<file path="src/rtl/dbus_arbiter_if.sv">
// dbus_arbiter_if: one data-bus link (valid/ready request, valid-only in-order response).
// Latency: none, plain wires grouped for port connection.
// Backpressure: req_ready from the slave side; the response channel cannot be stalled.
interface dbus_arbiter_if;
  logic        req_valid;
  logic        req_ready;
  logic [31:0] req_addr;
  logic [31:0] req_wdata;
  logic [3:0]  req_wstrb;   // 0 = load
  logic        resp_valid;
  logic [31:0] resp_rdata;

  // Requester side: issues requests, receives responses.
  modport master (
    output req_valid,
    output req_addr,
    output req_wdata,
    output req_wstrb,
    input  req_ready,
    input  resp_valid,
    input  resp_rdata
  );

  // Responder side: accepts requests, returns responses.
  modport slave (
    input  req_valid,
    input  req_addr,
    input  req_wdata,
    input  req_wstrb,
    output req_ready,
    output resp_valid,
    output resp_rdata
  );
endinterface

</file>
<file path="src/rtl/dbus_arbiter.sv">
// dbus_arbiter: two-master arbiter for the data bus with in-order response routing via an ID tracker.
// Latency: request and response paths are combinational (zero cycles); tracker updates at the clock edge.
// Backpressure: slave ready is passed only to the granted master; a full tracker stalls every request.
module dbus_arbiter #(
  parameter int MAX_OUTST = 4,   // power of two, >= 2
  parameter int CNT_W     = 3    // must be able to hold MAX_OUTST
) (
  input  logic             clk,
  input  logic             rst_n,
  dbus_arbiter_if.slave    m0,   // CPU MEM stage
  dbus_arbiter_if.slave    m1,   // debug / loader master
  dbus_arbiter_if.master   s,    // memory / CSR slave
  output logic [CNT_W-1:0] outst_count,
  output logic             err_unexpected
);

  localparam int PTR_W = (MAX_OUTST > 1) ? $clog2(MAX_OUTST) : 1;

  // IDLE: free to pick a winner. LOCKED: a granted request stalled and
  // must be held on the bus until it fires, so it cannot be overtaken.
  typedef enum logic {
    IDLE   = 1'b0,
    LOCKED = 1'b1
  } state_t;

  state_t               state;
  state_t               state_nxt;
  logic                 lock_id;
  logic                 lock_id_nxt;
  logic                 last_winner;

  logic                 grant;
  logic                 grant_valid;
  logic                 fire;

  // In-order ID tracker: one bit per outstanding request naming its master.
  logic [MAX_OUTST-1:0] id_mem;
  logic [PTR_W-1:0]     head;
  logic [PTR_W-1:0]     tail;
  logic [CNT_W-1:0]     count;
  logic                 full;
  logic                 empty;
  logic                 push;
  logic                 pop;
  logic                 head_id;
  logic                 resp_hit;

  // Full is judged on the registered count only, so a pop in the same
  // cycle never frees a slot early.
  assign full        = (count == CNT_W'(MAX_OUTST));
  assign empty       = (count == '0);
  assign head_id     = id_mem[head];
  assign resp_hit    = s.resp_valid & ~empty;
  assign push        = fire;
  assign pop         = resp_hit;
  assign outst_count = count;

  // Grant selection, request forwarding and FSM next-state.
  always_comb begin
    grant        = 1'b0;
    grant_valid  = 1'b0;
    state_nxt    = state;
    lock_id_nxt  = lock_id;
    s.req_valid  = 1'b0;
    s.req_addr   = '0;
    s.req_wdata  = '0;
    s.req_wstrb  = '0;
    m0.req_ready = 1'b0;
    m1.req_ready = 1'b0;
    fire         = 1'b0;

    case (state)
      IDLE: begin
        if (m0.req_valid && m1.req_valid) begin
          // Tie: the master that did not win last time goes first.
          grant       = ~last_winner;
          grant_valid = 1'b1;
        end else if (m0.req_valid) begin
          grant       = 1'b0;
          grant_valid = 1'b1;
        end else if (m1.req_valid) begin
          grant       = 1'b1;
          grant_valid = 1'b1;
        end
      end
      LOCKED: begin
        // The other master is ignored until the locked request fires.
        grant       = lock_id;
        grant_valid = lock_id ? m1.req_valid : m0.req_valid;
      end
      default: begin
        grant       = 1'b0;
        grant_valid = 1'b0;
      end
    endcase

    if (grant_valid) begin
      s.req_valid = ~full;
      if (grant) begin
        s.req_addr   = m1.req_addr;
        s.req_wdata  = m1.req_wdata;
        s.req_wstrb  = m1.req_wstrb;
        m1.req_ready = s.req_ready & ~full;
      end else begin
        s.req_addr   = m0.req_addr;
        s.req_wdata  = m0.req_wdata;
        s.req_wstrb  = m0.req_wstrb;
        m0.req_ready = s.req_ready & ~full;
      end
    end

    fire = s.req_valid & s.req_ready;

    case (state)
      IDLE: begin
        if (grant_valid && !fire) begin
          state_nxt   = LOCKED;
          lock_id_nxt = grant;
        end
      end
      LOCKED: begin
        // Leaving on a dropped valid only matters for a master that breaks
        // the hold-until-ready rule; it keeps the bus from wedging.
        if (fire || !grant_valid) begin
          state_nxt = IDLE;
        end
      end
      default: state_nxt = IDLE;
    endcase
  end

  // FSM state, lock owner and round-robin history.
  always_ff @(posedge clk or negedge rst_n) begin
    if (!rst_n) begin
      state       <= IDLE;
      lock_id     <= 1'b0;
      last_winner <= 1'b1;   // m0 wins the first tie after reset
    end else begin
      state   <= state_nxt;
      lock_id <= lock_id_nxt;
      if (fire) begin
        last_winner <= grant;
      end
    end
  end

  // ID tracker: push the winner on fire, pop the head on each response.
  always_ff @(posedge clk or negedge rst_n) begin
    if (!rst_n) begin
      id_mem <= '0;
      head   <= '0;
      tail   <= '0;
      count  <= '0;
    end else begin
      if (push) begin
        id_mem[tail] <= grant;
        tail         <= tail + PTR_W'(1);
      end
      if (pop) begin
        head <= head + PTR_W'(1);
      end
      if (push && !pop) begin
        count <= count + CNT_W'(1);
      end else if (pop && !push) begin
        count <= count - CNT_W'(1);
      end
    end
  end

  // Response routing: the tracker head names the master that owns this response.
  always_comb begin
    m0.resp_valid = 1'b0;
    m0.resp_rdata = '0;
    m1.resp_valid = 1'b0;
    m1.resp_rdata = '0;
    if (resp_hit) begin
      if (head_id) begin
        m1.resp_valid = 1'b1;
        m1.resp_rdata = s.resp_rdata;
      end else begin
        m0.resp_valid = 1'b1;
        m0.resp_rdata = s.resp_rdata;
      end
    end
  end

  // Sticky flag for a response that arrives with nothing outstanding.
  always_ff @(posedge clk or negedge rst_n) begin
    if (!rst_n) begin
      err_unexpected <= 1'b0;
    end else if (s.resp_valid && empty) begin
      err_unexpected <= 1'b1;
    end
  end

endmodule

</file>
<file path="src/flat_wrapper.sv">
// flat-port wrapper written by rule: the top's interface ports become plain ports
module dbus_arbiter_flat 
#(
  parameter int MAX_OUTST = 4,                        
  parameter int CNT_W     = 3                                     
)
  (clk, rst_n, outst_count, err_unexpected, m0_req_valid, m0_req_addr, m0_req_wdata, m0_req_wstrb, m0_req_ready, m0_resp_valid, m0_resp_rdata, m1_req_valid, m1_req_addr, m1_req_wdata, m1_req_wstrb, m1_req_ready, m1_resp_valid, m1_resp_rdata, s_req_valid, s_req_addr, s_req_wdata, s_req_wstrb, s_req_ready, s_resp_valid, s_resp_rdata);
  dbus_arbiter_if m0_i ();
  dbus_arbiter_if m1_i ();
  dbus_arbiter_if s_i ();
  input  logic clk;
  input  logic rst_n;
  output logic [CNT_W-1:0] outst_count;
  output logic err_unexpected;
  input wire logic [$bits(m0_i.req_valid)-1:0] m0_req_valid;
  input wire logic [$bits(m0_i.req_addr)-1:0] m0_req_addr;
  input wire logic [$bits(m0_i.req_wdata)-1:0] m0_req_wdata;
  input wire logic [$bits(m0_i.req_wstrb)-1:0] m0_req_wstrb;
  output wire logic [$bits(m0_i.req_ready)-1:0] m0_req_ready;
  output wire logic [$bits(m0_i.resp_valid)-1:0] m0_resp_valid;
  output wire logic [$bits(m0_i.resp_rdata)-1:0] m0_resp_rdata;
  input wire logic [$bits(m1_i.req_valid)-1:0] m1_req_valid;
  input wire logic [$bits(m1_i.req_addr)-1:0] m1_req_addr;
  input wire logic [$bits(m1_i.req_wdata)-1:0] m1_req_wdata;
  input wire logic [$bits(m1_i.req_wstrb)-1:0] m1_req_wstrb;
  output wire logic [$bits(m1_i.req_ready)-1:0] m1_req_ready;
  output wire logic [$bits(m1_i.resp_valid)-1:0] m1_resp_valid;
  output wire logic [$bits(m1_i.resp_rdata)-1:0] m1_resp_rdata;
  output wire logic [$bits(s_i.req_valid)-1:0] s_req_valid;
  output wire logic [$bits(s_i.req_addr)-1:0] s_req_addr;
  output wire logic [$bits(s_i.req_wdata)-1:0] s_req_wdata;
  output wire logic [$bits(s_i.req_wstrb)-1:0] s_req_wstrb;
  input wire logic [$bits(s_i.req_ready)-1:0] s_req_ready;
  input wire logic [$bits(s_i.resp_valid)-1:0] s_resp_valid;
  input wire logic [$bits(s_i.resp_rdata)-1:0] s_resp_rdata;
  assign m0_i.req_valid = m0_req_valid;
  assign m0_i.req_addr = m0_req_addr;
  assign m0_i.req_wdata = m0_req_wdata;
  assign m0_i.req_wstrb = m0_req_wstrb;
  assign m0_req_ready = m0_i.req_ready;
  assign m0_resp_valid = m0_i.resp_valid;
  assign m0_resp_rdata = m0_i.resp_rdata;
  assign m1_i.req_valid = m1_req_valid;
  assign m1_i.req_addr = m1_req_addr;
  assign m1_i.req_wdata = m1_req_wdata;
  assign m1_i.req_wstrb = m1_req_wstrb;
  assign m1_req_ready = m1_i.req_ready;
  assign m1_resp_valid = m1_i.resp_valid;
  assign m1_resp_rdata = m1_i.resp_rdata;
  assign s_req_valid = s_i.req_valid;
  assign s_req_addr = s_i.req_addr;
  assign s_req_wdata = s_i.req_wdata;
  assign s_req_wstrb = s_i.req_wstrb;
  assign s_i.req_ready = s_req_ready;
  assign s_i.resp_valid = s_resp_valid;
  assign s_i.resp_rdata = s_resp_rdata;
  dbus_arbiter #(.MAX_OUTST(MAX_OUTST), .CNT_W(CNT_W)) u_core (.clk(clk), .rst_n(rst_n), .m0(m0_i), .m1(m1_i), .s(s_i), .outst_count(outst_count), .err_unexpected(err_unexpected));
endmodule
</file>
<file path="config.mk">
export PLATFORM = sky130hd
export DESIGN_NAME = dbus_arbiter_flat
export DESIGN_NICKNAME = d
export VERILOG_FILES = /design/src/rtl/dbus_arbiter_if.sv /design/src/rtl/dbus_arbiter.sv /design/src/flat_wrapper.sv
export SDC_FILE = /design/constraint.sdc
export NUM_CORES = 1
export LEC_CHECK = 0
export CAP_MARGIN = 20
export CORE_AREA = 2 2 121 123
export CTS_CLUSTER_SIZE = 30
export DETAILED_ROUTE_END_ITERATION = 10
export DIE_AREA = 0 0 123 125
export GPL_TIMING_DRIVEN = 0
export PLACE_DENSITY_LB_ADDON = 0.25
export REMOVE_ABC_BUFFERS = 1
export SYNTH_ARGS = -nofsm -noshare
export SYNTH_HDL_FRONTEND = slang
export SYNTH_SLANG_ARGS = --single-unit
export TNS_END_PERCENT = 1
</file>
<file path="constraint.sdc">
create_clock -name clk -period 2.6 [get_ports clk]
set_input_delay 0.26 -clock clk [delete_from_list [all_inputs] [get_ports clk]]
set_output_delay 0.26 -clock clk [all_outputs]
set_load 0.005 [all_outputs]
</file>
==> results by group <==
Synth
  – Synthesis warning total: 0
  – Largest family of logic cells by synthesized area: simple AND/OR/NAND/NOR gates
  – Syn Std Cell Area: 2360 sq um
  – Number of synthesized flops with an enable pin: 0
  – Post-Synth XOR/XNOR Area: 0.02227
  – Distinct cells, synth: 33
  – Post-Synthesis Cells: 405
  – Synth Area in Adders: 0.03499
  – Async S/R FF share, synth: 1.000
  – Proportion of synthesized chip area in sequential cells: 0.1596
  – Proportion of synthesized area in mux cells: 0.05726
  – Yosys reg bits: 15
  – Post-synthesis compound-gate area fraction: 0.1638
  – Synth Area in Simple Gates: 0.4602
  – Synth Flop Type: dfrtp_1
  – Avg Inst Size Synth: 5.827 sq um

Setup path
  – CP startpoint: u_core.last_winner$_DFFE_PN1P_
  – CP Data Required Time: 2.34 ns
  – Crit Path Class: reg2out
  – Reg2reg path depth: 9
  – CP Data Arrival Time: 2.34 ns
  – Reg2reg end: u_core.outst_count[2]$_DFFE_PN0P_
  – CP endpoint kind: output pin
  – Startpoint class of the critical path: flip-flop
  – Worst r2r src: u_core.outst_count[0]$_DFFE_PN0P_
  – Worst-path fanout max: 15
  – CP endpoint: s_req_addr[26]
  – R2R Setup Slk: 0.20 ns

STA
  – Fmax: 385.1 MHz
  – Pins over their slew limit: 0
  – Final period util: 0.9987
  – Tmin final: 2.597 ns
  – Unrepaired setup endpoints after global routing: yes
  – Final Skew: 0.0004571 ns
  – Post-route setup TNS: 0 ns
  – Final-report hold violation count: 0
  – Final setup viols: 0
  – Slew at the pin with the worst max-slew slack: 0.7081 ns
  – Hold Worst Slack: 0.4411 ns
  – Relative max-transition margin: 0.5265

Die
  – Die Wd: 123 um
  – Core Rows: 44
  – Top Ports: 315
  – Die Height: 125 um
  – Core ar.: 14200 sq um
  – Initial Utilization: 0.1661
  – Die area: 15380 sq um

Power
  – Total power: 4691 uW
  – P_int: 2658 uW
  – Pwr/cell area: 797.3 nW/um^2
  – Clock power share: 0.064
  – Static leakage: 0.002682 uW
  – Switching share of power: 0.4335
  – Net Sw Power: 2034 uW
  – Seq pwr share: 0.114
  – Combinational group share of total power: 0.821
  – Maximum VDD drop: 0.3632 mV

Final layout
  – FF/Latch Area: 380.4 sq um
  – Commonest non-fill, non-tap cells in the layout: clkdlybuf4s50_1 (276), nand2_1 (170), a21oi_1 (65)
  – N_diodes: 0
  – Multi-input gate area: 1884 sq um
  – Final #Nets: 880
  – Commonest non-fill, non-tap cell in the layout: clkdlybuf4s50_1
  – Share of post-route cells with drive strength above 1: 0.06724
  – # fillers: 1469
  – Layout Utilization: 0.4143
  – Area delta synth->final: 149.4%

Clocking
  – Skew-Pair Late Insertion Delay: 0.25 ns
  – CTS clk-pin slew, worst paths: 0.05 ns
  – Clock sinks: 15
  – CTS Root Cell: clkbuf_16
  – CTS Buf Count: 3
  – CTS HTree Levels: 1
  – CTS tree: yes
  – Clock buffer depth: 2

Detailed routing
  – Post-route ant nets: 0
  – Via density per instance: 4.390
  – DRT iter0 DRCs: 241
  – First-pass DRT Iterations: 6
  – Routed vias: 3876
  – DRC Markers: 0
  – Routed WL: 14760 um
  – Wire per inst: 16.71 um

Placement
  – # port buffers: 314
  – Hpwl dp: 11140 um
  – Routability Congestion: 0.8855

Global route
  – Initial antenna violation count: 0
  – GRT Util Overall: 0.1733
  – First-pass GRT wire length: 20820 um
  – Total gr overflow: 0
  – Largest net degree at the start of global routing: 67
  – Vias in the first global route: 3771

Hold path
  – Class of the worst hold path: in2async

Flow run
  – Max Cap Viol: 0

Outcome
  – Status: finished clean
per-layer routing:
metal  part of all wire  vias up  GRT usage
met4              0.038        0    0.07019
met2               0.49      164     0.3000
met1               0.38     1761     0.1876
met5                  0        -          0
li1                   -     1914          -
met3              0.096       37    0.06661
synthesized netlist by cell type, types with 2 or more instances:
cell type / n / area [sq um]
nand2_1: 170 / 638.1
a21oi_1: 70 / 350.3
nor2_1: 34 / 127.6
and3_1: 32 / 200.2
buf_2: 14 / 70.07
clkbuf_1: 14 / 52.55
dfrtp_1: 14 / 350.3
buf_6: 8 / 90.09
mux2_2: 8 / 90.09
ha_1: 5 / 62.56
inv_1: 4 / 15.01
nor4b_1: 4 / 35.03
xnor2_1: 4 / 35.03
nor2b_1: 2 / 12.51
nor3_1: 2 / 10.01
nor3_2: 2 / 20.02
xor2_1: 2 / 17.52
power by group through the flow:
| stage | combinational (uW) | sequential, uW | clock, uW |
|---|---|---|---|
| 3_5_place_dp | 3730 | 479 | 0 |
| 6_report | 3850 | 536 | 302 |
| 4_1_cts | 3800 | 499 | 310 |
| 5_1_grt | 4190 | 566 | 317 |
| 2_1_floorplan | 1510 | 455 | 0 |
| 3_3_place_gp | 3570 | 469 | 0 |
through the flow:
stage	cell area [sq um]	cells	setup WS (ns)
after floorplan	2135	367	-1.218
after global placement	5508	865	-2.263
after detailed placement	5625	870	-0.5923
after CTS	5773	881	-0.06596
after global routing	5884	883	-0.09543
final	5884	883	0.003289
logic make-up (layout without fill, tap and decap cells):
group / count (synthesis) / after routing
AOI/OAI and AO/OA: 74 / 74
adders and majority gates: 6 / 6
muxes: 10 / 13
xor gates and xnor gates: 6 / 6
buffers and inverters: 42 / 331
and+or+nand+nor: 252 / 254
DFF: 15 / 15
critical path, cell delays in order, from the launching register on:
cell and delay [ns]:
dfstp_2 0.56, a21boi_4 0.09, buf_4 0.16, mux2i_4 0.44, nand2_1 0.16, a21oi_2 0.18
clkdlybuf4s50_1 0.52
cell type report:
class	instances	area share
inverter	4	0.002552
timing repair buffer	323	0.5601
sequential	15	0.06464
multi-input combinational	353	0.3202
tap	184	0.03912
clock buffer	4	0.01340
sequential cells by signal, indices dropped and copies added (netlist names):
signal                 cells
u_core.lock_id             1
u_core.tail                2
u_core.outst_count         3
u_core.err_unexpected      1
u_core.id_mem              4
u_core.head                2
u_core.last_winner         1
u_core.state               1
how the worst min path moves through the flow:
stage | start | end | slack, ns | cells after the start
floorplan | rst_n | u_core.err_unexpected$_DFFE_PN0P_ | -0.04 | 0
global placement | u_core.err_unexpected$_DFFE_PN0P_ | u_core.err_unexpected$_DFFE_PN0P_ | 0.44 | 1
detailed placement | u_core.err_unexpected$_DFFE_PN0P_ | u_core.err_unexpected$_DFFE_PN0P_ | 0.44 | 1
CTS | u_core.err_unexpected$_DFFE_PN0P_ | u_core.err_unexpected$_DFFE_PN0P_ | 0.45 | 1
global route | u_core.err_unexpected$_DFFE_PN0P_ | u_core.err_unexpected$_DFFE_PN0P_ | 0.47 | 1
finish | rst_n | u_core.err_unexpected$_DFFE_PN0P_ | 0.44 | 1
what timing repair did:
| item | 4_1_cts | 5_1_grt |
|---|---|---|
| endpoints found under the setup margin | 119 | 115 |
| setup buffers | 3 | 1 |
| gates cloned | 4 | 1 |
| hold buffers | 0 | 0 |
| pin swaps | 13 | 5 |
| gates resized for setup | 32 | 27 |
No activity file was read; power rests on OpenSTA's default activity.
